## config.mk

```make
export PLATFORM = sky130hd
export DESIGN_NAME = pc_gen
export DESIGN_NICKNAME = d
export VERILOG_FILES = /design/src/rtl/pc_gen.sv
export SDC_FILE = /design/constraint.sdc
export NUM_CORES = 1
export LEC_CHECK = 0
export CORE_MARGIN = 4
export CORE_UTILIZATION = 40
export DETAILED_ROUTE_END_ITERATION = 6
export PLACE_DENSITY = 0.83
export SLEW_MARGIN = 40
export SYNTH_ARGS = -nofsm -noshare
export SYNTH_HDL_FRONTEND = slang
export SYNTH_SLANG_ARGS = --single-unit
```

## constraint.sdc

```tcl
create_clock -name clk -period 3.6 [get_ports clk]
set_clock_uncertainty 0.2 [all_clocks]
set_input_delay 0.72 -clock clk [delete_from_list [all_inputs] [get_ports clk]]
set_output_delay 0.72 -clock clk [all_outputs]
set_load 0.05 [all_outputs]
```

## src/rtl/pc_gen.sv

```systemverilog
// Registered fetch-PC generator for the IF stage: BOOT/RUN/HALT sequencing, redirect target checking.
// Optional exception/eret support (EPC register, EXC_VEC entry) is enabled by defining PC_GEN_EXC_EN.
module pc_gen #(
    parameter int unsigned       ADDR_W   = 32,
    parameter logic [ADDR_W-1:0] RESET_PC = 32'h0000_3000,
    parameter logic [ADDR_W-1:0] IM_BASE  = 32'h0000_3000,
    parameter int unsigned       IM_AW    = 12
`ifdef PC_GEN_EXC_EN
    ,
    parameter logic [ADDR_W-1:0] EXC_VEC  = 32'h0000_4180
`endif
) (
    input  logic              clk,
    input  logic              rst_n,
    input  logic              stall_i,
    input  logic              redir_valid_i,
    input  logic [1:0]        redir_sel_i,
    input  logic [ADDR_W-1:0] redir_pc_i,
    input  logic [15:0]       offset16_i,
    input  logic [25:0]       index26_i,
    input  logic [ADDR_W-1:0] jr_target_i,
`ifdef PC_GEN_EXC_EN
    input  logic              exc_i,
    input  logic              eret_i,
    output logic [ADDR_W-1:0] epc_o,
`endif
    output logic [ADDR_W-1:0] pc_o,
    output logic [ADDR_W-1:0] pc_plus4_o,
    output logic [IM_AW-1:0]  im_addr_o,
    output logic              fetch_valid_o,
    output logic              fault_o
);

    typedef enum logic [1:0] {
        BOOT,
        RUN,
        HALT
    } state_t;

    // Byte span of instruction memory, one bit wider so the compare never overflows.
    localparam logic [ADDR_W:0] IM_SPAN = (ADDR_W+1)'(1) << (IM_AW + 2);

    state_t            r_state;
    logic [ADDR_W-1:0] r_pc;
    logic              r_fetch_valid;
    logic              r_fault;
    logic [ADDR_W-1:0] w_redir_pc4;
    logic [ADDR_W-1:0] w_br_off;
    logic [ADDR_W-1:0] w_target;
    logic [ADDR_W-1:0] w_tgt_off;
    logic              w_tgt_illegal;
    logic              w_redir;
    logic [ADDR_W-1:0] w_pc_plus4;
`ifdef PC_GEN_EXC_EN
    logic [ADDR_W-1:0] r_epc;
`endif

    assign w_redir_pc4 = redir_pc_i + ADDR_W'(4);
    assign w_br_off    = {{(ADDR_W-18){offset16_i[15]}}, offset16_i, 2'b00};
    assign w_redir     = redir_valid_i && (redir_sel_i != 2'd0);
    assign w_pc_plus4  = r_pc + ADDR_W'(4);

    always_comb begin
        w_target = '0;
        case (redir_sel_i)
            2'd1:    w_target = w_redir_pc4 + w_br_off;
            2'd2:    w_target = {w_redir_pc4[ADDR_W-1:28], index26_i, 2'b00};
            2'd3:    w_target = jr_target_i;
            default: w_target = '0;
        endcase
    end

    // Targets below IM_BASE wrap to large offsets and fail the same range check.
    assign w_tgt_off     = w_target - IM_BASE;
    assign w_tgt_illegal = (w_target[1:0] != 2'b00) || ({1'b0, w_tgt_off} >= IM_SPAN);

    always_ff @(posedge clk or negedge rst_n) begin
        if (!rst_n) begin
            r_state       <= BOOT;
            r_pc          <= RESET_PC;
            r_fetch_valid <= 1'b0;
            r_fault       <= 1'b0;
`ifdef PC_GEN_EXC_EN
            r_epc         <= '0;
`endif
        end else begin
            case (r_state)
                BOOT: begin
                    r_state       <= RUN;
                    r_fetch_valid <= 1'b1;
                end
                RUN: begin
`ifdef PC_GEN_EXC_EN
                    r_fault <= 1'b0;
                    if (exc_i) begin
                        r_epc <= r_pc;
                        r_pc  <= EXC_VEC;
                    end else if (eret_i) begin
                        r_pc <= r_epc;
                    end else if (w_redir && !w_tgt_illegal) begin
                        r_pc <= w_target;
                    end else if (w_redir) begin
                        // Bad target becomes an exception; fault_o is a one-cycle pulse.
                        r_epc   <= redir_pc_i;
                        r_pc    <= EXC_VEC;
                        r_fault <= 1'b1;
                    end else if (!stall_i) begin
                        r_pc <= w_pc_plus4;
                    end
`else
                    if (w_redir && !w_tgt_illegal) begin
                        r_pc <= w_target;
                    end else if (w_redir) begin
                        r_state       <= HALT;
                        r_fault       <= 1'b1;
                        r_fetch_valid <= 1'b0;
                    end else if (!stall_i) begin
                        r_pc <= w_pc_plus4;
                    end
`endif
                end
                HALT: begin
                    r_fetch_valid <= 1'b0;
                    r_fault       <= 1'b1;
                end
                default: begin
                    r_state <= HALT;
                end
            endcase
        end
    end

    assign pc_o          = r_pc;
    assign pc_plus4_o    = w_pc_plus4;
    assign im_addr_o     = IM_AW'((r_pc - IM_BASE) >> 2);
    assign fetch_valid_o = r_fetch_valid;
    assign fault_o       = r_fault;
`ifdef PC_GEN_EXC_EN
    assign epc_o         = r_epc;
`endif

endmodule

```

## Word-level counts from Yosys, hierarchy flattened

Cells that the tools add are included.

- Flip-flop bits (word level): 36
- Input port bits: 112
- Output and inout bits: 78
- Word-level logic and storage cells: 46

- Add/sub/neg operators: 5
- Order comparisons: 1
- Equality and inequality tests: 9
- Multiplexer cells: 13
- Bitwise operators: 1
- Reductions and logical operators: 13

Operators by type and width:

| kind | count |
|---|---|
| two-way mux 32 bit | 3 |
| case mux 32 bit (3 select lines) | 1 |
| adder 32 x 3 -> 32 bit (second input constant) | 2 |
| adder 32 bit | 1 |
| >= comparator 32 x 15 -> 1 bit (second input constant) | 1 |
| subtractor 32 x 14 -> 32 bit (second input constant) | 1 |
| subtractor 14 bit (second input constant) | 1 |
| AND reduction 3 bit | 4 |
| equality test 2 bit (second input constant) | 3 |
| case mux 2 bit (3 select lines) | 1 |
| nonzero test 2 bit | 3 |
| equality test 2 x 1 -> 1 bit (second input constant) | 2 |
| two-way mux 1 bit | 4 |
| two-way mux 2 bit | 2 |
| != test 2 x 1 -> 1 bit (second input constant) | 2 |
| != test 2 bit (second input constant) | 2 |
| case mux 1 bit (3 select lines) | 1 |
| nonzero test 3 bit | 1 |
| logical AND 1 bit | 2 |
| logical NOT 2 bit | 1 |
| case mux 1 bit (2 select lines) | 1 |
| logical NOT 1 bit | 1 |
| logical OR 1 bit | 1 |
| inverter 1 bit | 1 |

## Depth between registers and ports, before layout

- Depth in word-level cells: 10
- Gate-level depth with buffers: 20
- Depth with buffers taken out: 17

## Least setup slack after synthesis

No wires, ideal clock.

- Kind: input port to flip-flop
- Start: input redir_pc_i[2]
- End: register r_pc[4], in the netlist pc_o[4]
- Setup time: 0.128 ns
- Arrival: 5.082 ns
- Data required time: 3.272 ns
- Setup slack: -1.809 ns
- Cell stages on the path: 18
- Path buffers: 2
- Cell sequence: ha_1 -> and3_1 -> clkbuf_1 -> nor2b_1 -> nand2b_1 -> nor3_1 -> xor2_1 -> ha_1 -> clkbuf_1 -> nand2_1 -> o21ai_0 -> o21ai_0 -> a2111oi_0 -> o221ai_1 -> or4_4 -> o41a_4 -> nor3_4 -> mux2_1

- Cells in the longest elaborated chain, start to end: 10
- Elaborated cells between the ends (all ways): 12
- Those cells by class: add/sub: 3; order compare: 1; eq/ne: 2; mux: 2; reduce/logical: 4

Ends and longest elaborated chain:

| element | line | text |
|---|---|---|
| start: declaration | 18 | `input logic [ADDR_W-1:0] redir_pc_i,` |
| adder 32 x 3 -> 32 bit * | 58 | `assign w_redir_pc4 = redir_pc_i + ADDR_W'(4);` |
| adder 32 bit | 66 | `2'd1: w_target = w_redir_pc4 + w_br_off;` |
| case mux 32 bit (3 select lines) * | 65 | `case (redir_sel_i)` |
| subtractor 32 x 14 -> 32 bit | 74 | `assign w_tgt_off = w_target - IM_BASE;` |
| >= comparator 32 x 15 -> 1 bit | 75 | `assign w_tgt_illegal = (w_target[1:0] != 2'b00) \|\| ({1'b0, w_tgt_off} >= IM_SPAN);` |
| logical OR 1 bit | 75 |  |
| logical NOT 1 bit | 111 | `if (w_redir && !w_tgt_illegal) begin` |
| logical AND 1 bit | 111 |  |
| != test 2 x 1 -> 1 bit (no line) | n/a |  |
| AND reduction 3 bit (no line) | n/a |  |
| end signal: assignment | 112 | `r_pc <= w_target;` |
| end signal: assignment | 118 | `r_pc <= w_pc_plus4;` |
| end: declaration | 44 | `logic [ADDR_W-1:0] r_pc;` |

Mark *: on every way between the ends. The rest lies on a longest branch, timed or not.
A chain may end at the register's enable or synchronous reset.

## Worst setup path in the final report

- Start: input redir_pc_i[9]
- End: register r_pc[4], in the netlist pc_o[4]

- Cells in the longest elaborated chain, start to end: 10
- Elaborated cells between the ends (all ways): 12
- Those cells by class: add/sub: 3; order compare: 1; eq/ne: 2; mux: 2; reduce/logical: 4

Ends and longest elaborated chain:

| element | line |
|---|---|
| adder 32 x 3 -> 32 bit * | 58 |
| adder 32 bit | 66 |
| case mux 32 bit (3 select lines) * | 65 |
| subtractor 32 x 14 -> 32 bit * | 74 |
| >= comparator 32 x 15 -> 1 bit * | 75 |
| logical OR 1 bit * | 75 |
| logical NOT 1 bit * | 111 |
| logical AND 1 bit * | 111 |
| != test 2 x 1 -> 1 bit (no line) | n/a |
| AND reduction 3 bit (no line) | n/a |

Marks and branches as above.

==> metrics.cfg <==
[logic_synthesis]
synth_top_area_cell=dfrtp_1
synth-edff-count=0
synth_most_common_cell=nand2_1
syn_avg_cell_area_um2=7.41
yosysSeqAreaShare_pct=16.9
synth_common_cells=nand2_1 (92), nor2_1 (57), o21ai_0 (44), a21oi_1 (43)
syn_inst=722
ys_warn_count=0
synthFlopType=dfrtp_1
synth_top_cell_area_share_pct=15.9
ys_ff_latch=36
synth_cell_types=72
synth.cell_area_um2=5350
synth_area_leaders=dfrtp_1 (16%), ha_1 (8.9%), xnor2_1 (6.7%)
syn_nets=873
async_flop_share_pct=100

[run]
drv_cap=0

[timing]
fin_setup_tns_ps=-45270
hold_viol=0
relSlewSlack_pct=47.7
setup_viol=38
drv_slew=0
setup_slack_ps=-1330
worst_pin_slew_ps=782
period_share_pct=137
fmax_mhz=203
rsz0062_at_grt=true
period_needed_ps=4930
hold_ws_ps=348

[clock_network]
cts_max_level=2
cts_inserted_buffers=5
clkTransAtPathRegs_ps=60
cts_sinks=36
cts-root-buf=clkbuf_16
clock_insertion_delay_worst_skew_ps=280
cts_tree=built
clock_path_buffers=2

[drt]
post_drt_wl_per_cell_um=21.1
wl_mm=27.6
vias=8057
drc=0
drt_iter0_markers=892
dr.pass1.iters=5
ant_nets=0
post_drt_via_cell_ratio=6.17

[final_layout]
fin_nets=1283
area_growth_pct=96.1
drive_above_1_share_pct=40.7
diodes=0
fill_cells=705
fin_area_um2=10500

[status]
violations=negative setup slack
status=finished with violations

[setup_path]
path_cells=buf_6, nand4_1, buf_4, buf_4, nor3_4, nand4_1, xnor2_1, ha_1, nand2_2, or3_1, a2111o_1, and2_4, a32o_1, or4_4, o41a_4, nor3_4, mux2_4
critPathMaxStageDelay_ps=510
worstSetupStartpointType=input pin
arrival_ps=4890
cpMaxStageDelayCell=or4_4
endpoint_kind=flip-flop
path_class=input pin to flip-flop
worstPathRequired_ps=3560
cp_max_fo=4
cp_num_buf_inv=3
path_delay_family=simple AND/OR/NAND/NOR gates

[grt]
antenna_found_initial=0
grt_pass1_wl_mm=36.7
first_global_vias=7446
grt.overflow.total=0
grt_use_total_pct=29.7
grt_start_max_net_pins=22

[placement]
gp_congestion=0.970
place_ws_ps=-1980
dpl-instance-area_um2=9050
hpwl_mm=17.4
io_buffer_count=189

[power_and_ir_drop]
vdd_ir_drop_max_uv=367
p_per_area_nw_per_um2=342
p_leak_nw=4.58

[floorplan]
core_area_um2=12900
rows=41
fp.dieArea_um2=15300
die_w_um=124
die_h_um=124
start_util_pct=41.5
io_pins=190

[min_path]
min_path_type=flip-flop to flip-flop

==> cell usage in the layout, fill, tap and decap left out, types with 10 or more instances in the layout <==
cell and n:
a21oi_1 26, nand4_1 20, dfrtp_1 30, xnor2_1 29, nand2_2 13, nor3_1 13
buf_4 245, o21ai_2 14, a21oi_2 15, nand2b_1 14, clkdlybuf4s50_1 149, a22oi_1 10
o211ai_1 10, buf_6 21, inv_1 20, nor2_1 49, or3_1 14, xor2_1 27
buf_12 14, ha_1 29, mux2_2 13, nand3_1 32, nand2_1 79, o21ai_0 20
==> layout make-up <==
class	instances	area [um^2]	share of cell area [%]
Clock inverter	3	42.5	0.405
Multi-Input combinational cell	628	5160	49.2
Inverter	20	75.1	0.716
Timing Repair Buffer	441	3960	37.7
Tap cell	172	215	2.05
Sequential cell	36	908	8.66
Clock buffer	5	125	1.19
==> kinds of logic after synthesis <==
group / after synthesis / synth area share (%)
AND/OR/NAND/NOR: 310 / 28.4
XOR/XNOR: 72 / 11.8
flip-flops: 36 / 16.9
multiplexers: 20 / 4.09
buffers and inverters: 58 / 5.08
adder cells (fa/ha/maj): 39 / 9.26
AO/OA/AOI/OAI: 187 / 24.4
==> flip-flops by register name (all words and copies together) (netlist names) <==
name and flops:
fault_o 1, r_state 2, pc_o 32, fetch_valid_o 1
==> per-stage QoR <==
stage	cells	util, %	power [mW]
2_1_floorplan	722	-	1.89
3_3_place_gp	1245	70.3	2.69
3_5_place_dp	1245	70.3	2.74
4_1_cts	1278	75.9	3.32
5_1_grt	1305	81.5	3.71
6_report	1305	81.5	3.59
==> worst reg2reg max path, stage by stage (launching register included) <==
cell,delay [ps]
dfrtp_1,500
nand3_1,220
nor2_1,230
nand3_1,160
nor2_1,210
nand3_1,160
nor2_2,200
buf_4,190
nand3_1,250
nor3_1,280
a21oi_1,110
o22ai_2,160
==> power by group <==
| group | total, mW | switching (mW) | internal, mW | leakage [nW] |
|---|---|---|---|---|
| Clock | 0.502 | 0.177 | 0.325 | 0.0798 |
| Combinational | 2.49 | 1.46 | 1.03 | 4.06 |
| Sequential | 0.596 | 0.119 | 0.477 | 0.448 |
==> path summary, 6_finish.rpt <==
kind,from,to,slack [ps],cells after the start
setup / recovery,redir_pc_i[9],pc_o[4],-1330,17
hold / removal,fault_o,fault_o,350,2
setup reg to reg,pc_o[9],pc_o[27],650,11
hold reg to reg,fault_o,fault_o,350,2
max in group asynchronous,rst_n,fault_o,1710,2
min in group asynchronous,rst_n,pc_o[0],690,1
==> metal layers <==
layer  GRT usage, %  up-vias  wire length, um  share of wire (%)
li1               -     3489                -                  -
met1           34.7     3792             9630                 35
met2           55.7      573            14100                 51
met3           2.86      203             1970                7.1
met4           11.3        0             1880                6.8
met5              0        -                0                  0
==> repair_timing <==
action / CTS / global route
endpoints found under the setup margin: 41 / 41
buffers inserted: 25 / 28
pin swaps: 34 / 68
hold buffers: 0 / 0
gates resized for setup: 138 / 114
(Power assumes the default switching activity.)
==> RTL change 1: new RTL, same settings <==
Set the parameter `IM_AW` to 13 (it was 12).
--- a/src/rtl/pc_gen.sv
+++ b/src/rtl/pc_gen.sv
@@ -4,7 +4,7 @@
     parameter int unsigned       ADDR_W   = 32,
     parameter logic [ADDR_W-1:0] RESET_PC = 32'h0000_3000,
     parameter logic [ADDR_W-1:0] IM_BASE  = 32'h0000_3000,
-    parameter int unsigned       IM_AW    = 12
+    parameter int unsigned       IM_AW    = 13
 `ifdef PC_GEN_EXC_EN
     ,
     parameter logic [ADDR_W-1:0] EXC_VEC  = 32'h0000_4180
Interface: changed (resized im_addr_o); port bits go from 190 to 191. No check against the original RTL was run, so the function may have changed too.
==> RTL change 1 against the original RTL <==
The run still ends with negative setup slack left; design area is 0.67% higher; non-clock buffer count is 2 lower; setup slack worse by 0.16 ns; synthesized area is 0.42% higher; first-iteration DRC count is 19% lower; register-to-register slack worse by 0.46 ns; routed wire length is 6.3% lower; sequential cell count stayed put; critical path type unchanged; critical endpoint is now pc_o[31].
Power is not compared: it rests on default switching activity, and its combinational part moved more than twofold at a synthesized area within 25%.
==> RTL change 1: results (changes against the original RTL) <==
| Metric | Value |
|---|---|
| Critical path destination | pc_o[31] |
| Via/cell ratio | 5.92 (-4.2%) |
| Mapped Nets | 852 (-2.4%) |
| Start of the worst register-to-register path | pc_o[2] |
| Initial DRC count | 720 (-19%) |
| Mean Syn Cell Area | 7.66 um2 (+3.4%) |
| Final total negative setup slack | -49.87 ns (-4.60 ns) |
| Final setup violating endpoints | 45 (+18%) |
| Initial antenna violation count | 0 (unchanged) |
| Slew @ Worst Pin | 0.548 ns (-0.233 ns) |
| Top cells by count, synth | nand2_1, nor2_1, a21oi_1, xnor2_1, ha_1 |
| Post-DP HPWL | 16800 um (-3.8%) |
| Pre-Repair DR Iteration Count | 6 (+1) |
| Largest net degree at the start of global routing | 37 (+68%) |
| Fin worst setup slack | -1.49 ns (-0.163 ns) |
| Worst hold slack | 0.292 ns (-0.0556 ns) |
| Crit. Startpoint | redir_pc_i[3] |
| Worst Hold Class | flip-flop to flip-flop |
| Area contributors post-synth | dfrtp_1, ha_1, xnor2_1, nand2_1, xor2_1 |
| Worst Hold Depth | 1 (-1) |
| Vias in the first global route | 7399 (-0.63%) |
| Synth Area in Compound Gates | 0.255 (+0.0104) |
| Max FFs per register | 32 (unchanged) |
| Post-synthesis adder-cell area fraction | 0.0922 (-0.000388) |
| Antenna Cells | 0 (unchanged) |
| Outcome | complete, but fails checks |
| Placer congestion estimate | 0.927 (-4.4%) |
| Final Net Count | 1263 (-1.6%) |
| Layout cells sized above 1 | 0.424 (+0.0172) |
| WP data arrival | 5.06 ns (+0.17 ns) |
| Seq/Total Area, Yosys | 0.168 (-0.000708) |
| First-pass GRT wire length | 35700 um (-2.5%) |
| Hold path endpoint | fault_o |
| Number of port buffers | 190 (+0.53%) |
| Leak | about 4.7 nW |
| Routed met3 length | 1760 um (-11%) |
| Reg-to-reg setup timing slack | 0.19 ns (-0.46 ns) |
| Multiplexer area fraction after synthesis | 0.0431 (+0.00216) |
| CTS max path bufs | 2 (unchanged) |
| Gr usage total | 0.291 (-0.00658) |
| Reg2reg path depth | 14 (+3) |
| Xor/xnor share of the synthesized area | 0.124 (+0.00603) |
| Routed met1 length | 9180 um (-4.7%) |
| Post-synth ARST share | 1.00 (unchanged) |
| Violated checks | negative setup slack |
| Routed len/inst | 20.1 um (-5.2%) |
| Crit Path Max Fanout | 6 (+2) |
| WL final | 25900 um (-6.3%) |
| Worst slack, placed | -2.14 ns (-0.162 ns) |
| Worst skew pair latency | a little under 0.3 ns |
| DP Cell Count | 1219 (-2.1%) |
| Metal2 WL | 13300 um (-6.0%) |
==> RTL change 1: cell types whose count changed after synthesis, sizes merged, moves of 7 or more <==
| cell | delta |
|---|---|
| or3 | -9 |
| xnor2 | +7 |
| o21a | +8 |
| a22o | +8 |
| nor2 | -8 |
| and3 | +11 |
| nand2 | -25 |
==> RTL change 1: what timing repair did <==
action	in CTS	in global routing
gates resized for setup	182	57
pin swaps	76	44
buffers inserted	41	24
endpoints found under the setup margin	42	51
gates cloned	1	0
==> RTL change 1: critical path: stages <==
cell and delay, ns:
buf_8 0.09, ha_4 0.13, inv_2 0.04, nor4_4 0.40
nand2_2 0.17, nor2_4 0.17, xor2_1 0.17, ha_1 0.30
buf_6 0.16, a21oi_4 0.20, o21ai_2 0.11, a31oi_2 0.21
o21ai_4 0.10, a311o_1 0.34, a2111o_1 0.39, or3_4 0.35
or2_4 0.26, or3_4 0.41, a311o_1 0.33
==> RTL change 1: power by group <==
part           switching [mW]  internal, mW  leakage (nW)
registers             0.00259         0.406         0.452
clock network           0.169         0.295        0.0772
logic                   0.492         0.531          4.14
==> RTL change 1: per-stage QoR <==
step,instance area [um2],util,power [mW]
after floorplan,5730,-,0.805
after global routing,10600,0.801,1.97
after global placement,9240,0.700,1.23
final,10600,0.801,1.90
after detailed placement,9240,0.700,1.25
after CTS,10200,0.770,1.81
==> RTL change 1: layer usage <==
metal / up-vias / track usage
met1: 3597 / 0.322
met5: - / 0
met3: 160 / 0.0354
met4: 0 / 0.137
li1: 3436 / -
met2: 432 / 0.546
==> RTL change 1: layout make-up <==
class / count / area, um2
clock buffers: 8 / 156
fillers: 766 / 2630
multi-input cells: 606 / 5190
repair buffers: 439 / 3990
inverters: 24 / 92.6
well taps: 176 / 220
flip-flops and latches: 36 / 910
==> RTL change 2: new RTL, same settings <==
Without the edit above. Encoding of `state_t`: now one-hot (3 bits for 3 states).
--- a/src/rtl/pc_gen.sv
+++ b/src/rtl/pc_gen.sv
@@ -31,10 +31,10 @@
     output logic              fault_o
 );
 
-    typedef enum logic [1:0] {
-        BOOT,
-        RUN,
-        HALT
+    typedef enum logic [2:0] {
+        BOOT = 3'b001,
+        RUN  = 3'b010,
+        HALT = 3'b100
     } state_t;
 
     // Byte span of instruction memory, one bit wider so the compare never overflows.
Formal check against the unedited RTL: no difference found for any inputs over 10 cycles, from zero or initial values and one cycle with rst_n low; not proved beyond that.
==> RTL change 2 against the original RTL <==
The flow still finishes with violations (negative setup slack); design area down 2.1%; setup slack worse by 0.038 ns; worst hold slack worse by 0.15 ns; synthesized area up 6.4%; routed wire length down 20%; sequential cell count up 1; critical path type unchanged; critical endpoint is now pc_o[31].
Power is not compared: it rests on default switching activity, and its combinational part moved more than twofold at a synthesized area within 25%.
==> RTL change 2: results (changes against the original RTL) <==
| Metric | Value |
|---|---|
| Post-DP HPWL | 17300 um (-0.46%) |
| Pre-Repair DR Iteration Count | 5 (unchanged) |
| Gr usage total | 0.258 (-0.0387) |
| Largest net degree at the start of global routing | 38 (+73%) |
| Crit Path Max Fanout | 6 (+2) |
| Start of the worst register-to-register path | pc_o[3] |
| WL final | 22200 um (-20%) |
| Reg-to-reg setup timing slack | 0.79 ns (+0.14 ns) |
| First-pass GRT wire length | 35000 um (-4.6%) |
| Worst path top cell family by delay | compound AO/OA/AOI/OAI gates |
| Placer congestion estimate | 0.914 (-5.8%) |
| Layout cells sized above 1 | 0.391 (-0.0163) |
| Routed len/inst | 17.3 um (-18%) |
| Initial DRC count | 584 (-35%) |
| Reg clk slew, reported paths | 0.05 ns |
| Worst Hold Class | input port to asynchronous set/reset pin |
| Worst skew pair latency | around 0.29 ns |
| Placement Cell Area | 0.00949 mm2 (+4.8%) |
| CTS max path bufs | 2 (unchanged) |
| Seq/Total Area, Yosys | 0.163 (-0.00559) |
| Mean Syn Cell Area | 7.77 um2 (+4.8%) |
| Via/cell ratio | 5.73 (-7.1%) |
| Worst slack, placed | -2.26 ns (-0.277 ns) |
| WP data arrival | 4.93 ns (+0.04 ns) |
| Fin worst setup slack | -1.37 ns (-0.0377 ns) |
| Final Net Count | 1247 (-2.8%) |
| Violated checks | negative setup slack |
| Crit-path max cell delay | 0.46 ns (-0.05 ns) |
| Outcome | complete, but fails checks |
| Final setup violating endpoints | 36 (-5.3%) |
| Vias in the first global route | 7399 (-0.63%) |
| Top cells by count, synth | nand2_1, xnor2_1, nor2_1 |
| Area contributors post-synth | dfrtp_1, xnor2_1, ha_1, nand2_1, mux2_2 |
| Fillers | 943 (+34%) |
| Slowest CP cell | or4_4 |
| Met1 Usage GRT | 0.309 (-0.0375) |
| Grt met3 use | 0.0268 (-0.00185) |
| Yosys cell types | 79 (+9.7%) |
| Slew margin rel. | 0.547 (+0.0701) |
| Met2 GRT Util | 0.479 (-0.0772) |
| CTS root buffer | clkbuf_16 |
| Max FFs per register | 32 (unchanged) |
| Mapped Nets | 880 (+0.80%) |
| Syn. warnings | 0 (unchanged) |
| Sw power | ~0.67 mW |
## RTL change 2: layout make-up
type / count / area share
clock buffers: 7 / 0.0149
inverters: 25 / 0.00951
well taps: 180 / 0.0219
repair buffers: 405 / 0.365
flip-flops and latches: 37 / 0.0907
multi-input cells: 626 / 0.497
clock inverters: 1 / 0.000487
## RTL change 2: worst max-delay path by stage
stage / slack, ns / to / cells past startpoint / from
2_1_floorplan: -1.18 / pc_o[23] / 20 / redir_pc_i[15]
3_3_place_gp: -2.13 / pc_o[2] / 20 / redir_pc_i[2]
3_5_place_dp: -2.26 / pc_o[5] / 19 / redir_pc_i[2]
4_1_cts: -1.17 / pc_o[8] / 22 / redir_pc_i[10]
5_1_grt: -1.53 / pc_o[3] / 22 / redir_pc_i[3]
6_report: -1.37 / pc_o[31] / 22 / redir_pc_i[3]
## RTL change 2: cell families (layout without fill, tap and decap cells)
group	after synthesis	count (layout)	share of synthesized area
flip-flops	37	37	0.163
buffers and inverters	70	438	0.0593
other	1	1	0.000659
XOR/XNOR	75	75	0.115
adder cells (fa/ha/maj)	35	35	0.0782
AO/OA/AOI/OAI	214	214	0.281
multiplexers	24	24	0.0464
AND/OR/NAND/NOR	277	277	0.255
## RTL change 2: power groups by stage
stage | Sequential (mW) | Combinational [mW] | Clock, mW
6_report | 0.421 | 1.05 | 0.467
5_1_grt | 0.421 | 1.12 | 0.482
4_1_cts | 0.421 | 1.00 | 0.471
3_5_place_dp | 0.428 | 0.929 | 0
3_3_place_gp | 0.428 | 0.912 | 0
2_1_floorplan | 0.430 | 0.485 | 0
## RTL change 2: per-layer routing
metal / up-vias / routed length [um]
met5: - / 0
met4: 0 / 671
met3: 59 / 1200
met2: 298 / 11400
met1: 3498 / 8930
li1: 3490 / -
## RTL change 2: repair_timing
| item | CTS | global route |
|---|---|---|
| endpoints found under the setup margin | 43 | 46 |
| setup buffers | 34 | 7 |
| cloned | 1 | 0 |
| pin swaps | 80 | 48 |
| gates resized for setup | 138 | 29 |
## RTL change 2: per-stage QoR
step                      utilization  hold slack, ns  TNS (ns)
after floorplan                     -           0.224    -39.79
after global placement          0.681           0.294    -72.08
after detailed placement        0.681           0.295    -75.87
after CTS                       0.727           0.314    -39.54
after global routing            0.737           0.238    -51.06
final                           0.737           0.196    -44.65
